===== src/rtl/transceiver_sched.sv =====
// Byte scheduler between the UART receiver and the Hamming/BPSK transmit path.
// Buffers received bytes and releases one codeword at a time onto the shared tx path.
module transceiver_sched #(
  parameter int unsigned DATA_WIDTH    = 8,
  parameter int unsigned FIFO_DEPTH    = 4,
  parameter int unsigned PIPE_LATENCY  = 2,
  parameter int unsigned SYMBOL_CYCLES = 256
) (
  input  logic                            clk,
  input  logic                            arst,
  input  logic                            rx_dv,
  input  logic [DATA_WIDTH-1:0]           rx_data,
  output logic [DATA_WIDTH-1:0]           codec_data,
  output logic                            codec_valid,
  input  logic                            tx_active,
  input  logic                            tx_done,
  output logic                            tx_dv,
  output logic                            mod_en,
  output logic                            busy,
  output logic                            overflow,
  output logic [$clog2(FIFO_DEPTH+1)-1:0] fifo_level
);

  localparam int unsigned PTR_W  = $clog2(FIFO_DEPTH);
  localparam int unsigned LVL_W  = $clog2(FIFO_DEPTH + 1);
  localparam int unsigned WAIT_W = $clog2(PIPE_LATENCY + 1);
  localparam int unsigned SYM_W  = $clog2(SYMBOL_CYCLES + 1);

  typedef enum logic [2:0] {
    S_IDLE,
    S_LOAD,
    S_WAIT,
    S_LAUNCH,
    S_RUN
  } state_t;

  state_t              state, state_d;
  logic [WAIT_W-1:0]   wait_cnt, wait_cnt_d;
  logic [SYM_W-1:0]    sym_cnt, sym_cnt_d;
  logic                done_flag, done_d;
  logic                codec_valid_d, tx_dv_d, mod_en_d, busy_d;
  logic                pop, push, full;

  logic [DATA_WIDTH-1:0] mem [FIFO_DEPTH];
  logic [PTR_W-1:0]      wr_ptr, rd_ptr;

  // A full FIFO still accepts a byte when the head leaves in the same cycle.
  assign full = (fifo_level == LVL_W'(FIFO_DEPTH));
  assign push = rx_dv && (!full || pop);

  // Next-state and next-output logic; outputs are registered below.
  always_comb begin
    state_d       = state;
    wait_cnt_d    = wait_cnt;
    sym_cnt_d     = sym_cnt;
    done_d        = done_flag;
    codec_valid_d = 1'b0;
    tx_dv_d       = 1'b0;
    mod_en_d      = 1'b0;
    pop           = 1'b0;
    case (state)
      S_IDLE: begin
        if (fifo_level != '0) begin
          pop           = 1'b1;
          codec_valid_d = 1'b1;
          state_d       = S_LOAD;
        end
      end
      S_LOAD: begin
        wait_cnt_d = '0;
        state_d    = S_WAIT;
      end
      S_WAIT: begin
        if (wait_cnt == WAIT_W'(PIPE_LATENCY - 1)) begin
          if (!tx_active) begin
            tx_dv_d   = 1'b1;
            mod_en_d  = 1'b1;
            sym_cnt_d = SYM_W'(SYMBOL_CYCLES);
            done_d    = 1'b0;
            state_d   = S_LAUNCH;
          end
        end else begin
          wait_cnt_d = wait_cnt + WAIT_W'(1);
        end
      end
      S_LAUNCH, S_RUN: begin
        // Counter holds the cycles left in the codeword including the current one.
        sym_cnt_d = (sym_cnt != '0) ? sym_cnt - SYM_W'(1) : '0;
        mod_en_d  = (sym_cnt > SYM_W'(1));
        done_d    = done_flag | tx_done;
        if (state == S_LAUNCH) begin
          state_d = S_RUN;
        end else if (done_flag && (sym_cnt == '0)) begin
          state_d = S_IDLE;
        end
      end
      default: state_d = S_IDLE;
    endcase
    busy_d = (state_d != S_IDLE);
  end

  // FSM state, counters and registered control outputs.
  always_ff @(posedge clk or negedge arst) begin
    if (!arst) begin
      state       <= S_IDLE;
      wait_cnt    <= '0;
      sym_cnt     <= '0;
      done_flag   <= 1'b0;
      codec_valid <= 1'b0;
      tx_dv       <= 1'b0;
      mod_en      <= 1'b0;
      busy        <= 1'b0;
    end else begin
      state       <= state_d;
      wait_cnt    <= wait_cnt_d;
      sym_cnt     <= sym_cnt_d;
      done_flag   <= done_d;
      codec_valid <= codec_valid_d;
      tx_dv       <= tx_dv_d;
      mod_en      <= mod_en_d;
      busy        <= busy_d;
    end
  end

  // FIFO pointers, occupancy, sticky overflow and the codec holding register.
  always_ff @(posedge clk or negedge arst) begin
    if (!arst) begin
      wr_ptr     <= '0;
      rd_ptr     <= '0;
      fifo_level <= '0;
      overflow   <= 1'b0;
      codec_data <= '0;
    end else begin
      if (push) begin
        wr_ptr <= wr_ptr + PTR_W'(1);
      end
      if (pop) begin
        rd_ptr     <= rd_ptr + PTR_W'(1);
        codec_data <= mem[rd_ptr];
      end
      if (push && !pop) begin
        fifo_level <= fifo_level + LVL_W'(1);
      end else if (pop && !push) begin
        fifo_level <= fifo_level - LVL_W'(1);
      end
      if (rx_dv && full && !pop) begin
        overflow <= 1'b1;
      end
    end
  end

  // Storage needs no reset; occupancy alone defines which entries are valid.
  always_ff @(posedge clk) begin
    if (push) begin
      mem[wr_ptr] <= rx_data;
    end
  end

endmodule

===== config.mk =====
export PLATFORM = sky130hd
export DESIGN_NAME = transceiver_sched
export DESIGN_NICKNAME = d
export VERILOG_FILES = /design/src/rtl/transceiver_sched.sv
export SDC_FILE = /design/constraint.sdc
export NUM_CORES = 1
export LEC_CHECK = 0
export CELL_PAD_IN_SITES_DETAIL_PLACEMENT = 0
export CELL_PAD_IN_SITES_GLOBAL_PLACEMENT = 1
export CORE_MARGIN = 10
export CORE_UTILIZATION = 45
export DETAILED_ROUTE_END_ITERATION = 7
export PLACE_DENSITY_LB_ADDON = 0.1
export SYNTH_ARGS = -nofsm -noshare
export SYNTH_HDL_FRONTEND = slang
export SYNTH_SLANG_ARGS = --single-unit

===== constraint.sdc =====
create_clock -name clk -period 3.6 [get_ports clk]
set_input_delay 0.9 -clock clk [delete_from_list [all_inputs] [get_ports clk]]
set_output_delay 0.9 -clock clk [all_outputs]
set_load 0.005 [all_outputs]

==> reports/results.txt <==
Status - finished, final reports clean
Mapped Cells - 222
CP endpoint kind - register
Worst path required time - 3.82 ns
DR vias - 1722
Synth unique cells - 38
Element type at the critical path start - register
Grt total ovfl - 0
CTS Hold Bufs - 0
CTS root buffer - clkbuf_8
Async SR Flop Fraction - 52.2%
Final Hold Fails - 0
Yosys top cell area share - 32.9%
Rows - 29
ANT cells - 0
Top_reg_cell synth - dfrtp_1
Core area - 6310 um2
Clk slew on worst S/H paths - 0.07 ns
List of most frequent post-synthesis cells - dfrtp_1 (35), nand2_1 (34), edfxtp_1 (32)
Final setup TNS - 0 ns
CP arrival - 2.91 ns
Place WS - 0.824 ns
TritonCTS clock tree - yes
Max Clk Rate - 372 MHz
WS Path Type - register to register
Final WS setup - 0.912 ns
First-pass GRT wire length - 8.73 mm
Final Hold Slack - 0.464 ns
EDFF count, synth - 32
Total of max-cap violations - 0
Worst-Margin Slew - 0.785 ns
Synth Register Bits - 67
Die width - 101 um
Placed Cells - 319
Avg Cell Area, Syn - 13.1 um2
Die height - 101 um
CP max FO - 12
RSZ-0062 raised after global routing - no
Initial Util - 46.2%
Pre-antenna DRT Iters - 4
Die footprint - 10100 um2
Fin crit period - 2.69 ns
Initial antenna violation count - 0
Worst skew pair latency - 0.33 ns
PwrDens - 870 nW/um2
Synth warn - 0
Total GRT Usage - 11.0%
Ranking of synthesized cells by area - edfxtp_1 (33%), dfrtp_1 (30%), mux4_2 (6.2%), nand2_1 (4.4%), ha_1 (3.9%)
Drt wl/cell - 15.6 um
Input/output buffers - 28
Post-Syn Area - 2920 um2
Final net count - 276
CTS sink cnt - 67
Hold Crit Class - register to register
Syn Nets - 245
Leak - 1.39 nW
Largest net degree at the start of global routing - 36
Post-route DRC - 0
Initial drt markers - 54
Final wirelength - 5.23 mm
Area leader, netlist - edfxtp_1
Non-filler cells, final - 335
Clock Path Buffers - 2
Vias in the first global route - 1757
Share of layout cells above drive strength 1 - 12.8%
Final Max Tran Viols - 0
Most common cell in the netlist - dfrtp_1
Skew final - 0.00758 ns
Slew HR - 47.7%
H-tree depth - 3
Placer congestion estimate - 0.737
DP Wirelength - 3.70 mm
VDD IR max - 0.404 mV
Num ports - 29
Post-route antenna net violation count - 0
Final period util - 74.7%
Post-CTS Setup Inserts - 0
Layout Area Growth over Synthesis - 18.1%
Vias per cell - 5.14
Post-CTS Resized - 0
CTS buffer count - 9
Final setup vio count - 0
Sequential-to-total area share from yosys stat - 63.0%
-- cell type report --
cell class | count | area, um2
inverter | 12 | 45.0
clock buffer | 9 | 124
timing repair buffer | 29 | 283
clock inverter | 7 | 68.8
sequential | 67 | 1840
multi-input combinational | 134 | 991
fill | 551 | 2870
tap | 77 | 96.3
-- worst max-delay path, stage by stage, from the launching register on --
cell and delay [ns]:
dfrtp_1 0.46, nor3_1 0.31, o31a_1 0.47, inv_1 0.30, ha_1 0.29, inv_1 0.07, fa_1 0.40, mux2_2 0.26
-- power breakdown --
group          internal (W)  total, W  switching [W]
clock              0.000317  0.000606       0.000289
sequential          0.00107   0.00131       0.000238
combinational      0.000557   0.00108       0.000527
total               0.00194   0.00300        0.00105
-- stage by stage --
stage	utilization (%)	instance area, um2	total power, W
detailed placement	51.5	3250	0.00243
global route	54.6	3440	0.00322
CTS	54.6	3440	0.00305
floorplan	-	2920	0.00205
finish	54.6	3440	0.00300
global placement	51.5	3250	0.00243
-- logic make-up (layout without fill, tap and decap cells) --
family / after synthesis / after routing / synth area share, %
and+or+nand+nor: 76 / 76 / 13.0
DFF: 67 / 67 / 63.0
AOI/OAI and AO/OA: 30 / 30 / 7.08
buffers and inverters: 21 / 57 / 3.05
adders and majority gates: 10 / 10 / 4.55
muxes: 10 / 10 / 6.95
xor gates and xnor gates: 8 / 8 / 2.40
-- state kept, by name, indices dropped and copies added (netlist names) --
signal / cells
fifo_level: 3
mem: 32
codec_data: 8
done_flag: 1
sym_cnt: 9
wr_ptr: 2
busy: 1
wait_cnt: 2
tx_dv: 1
state: 3
mod_en: 1
overflow: 1
codec_valid: 1
rd_ptr: 2
-- cell usage in the layout, fill, tap and decap left out, drive strengths merged, types with 3 or more instances in the layout --
cell type      instances
nand2                 34
o22ai                  3
nor2                  13
and2                   4
dfrtp                 35
clkbuf                 9
nor2b                  3
mux4                   8
nand2b                 4
edfxtp                32
o21ai                  8
nor3                   5
ha                     9
clkdlybuf4s50         27
inv                   12
a31oi                  3
nand3                  7
xnor2                  6
clkinv                 4
a21oi                  5
-- path summary, 6_finish.rpt --
| check | from | to | slack (ns) | cells past startpoint |
|---|---|---|---|---|
| setup / recovery | state[1] | fifo_level[1] | 0.91 | 7 |
| hold / removal | overflow | overflow | 0.46 | 1 |
| setup reg to reg | state[1] | fifo_level[1] | 0.91 | 7 |
| hold reg to reg | overflow | overflow | 0.46 | 1 |
| max in group asynchronous | arst | codec_data[0] | 2.46 | 1 |
| min in group asynchronous | arst | busy | 0.64 | 1 |
-- layer usage --
layer	up-vias	part of all wire [%]	global-route usage, %
met5	-	0	0
met4	0	2.0	5.87
met3	8	3.8	2.95
met2	35	48	17.2
met1	827	46	13.5
li1	852	-	-
(Power assumes the default switching activity.)
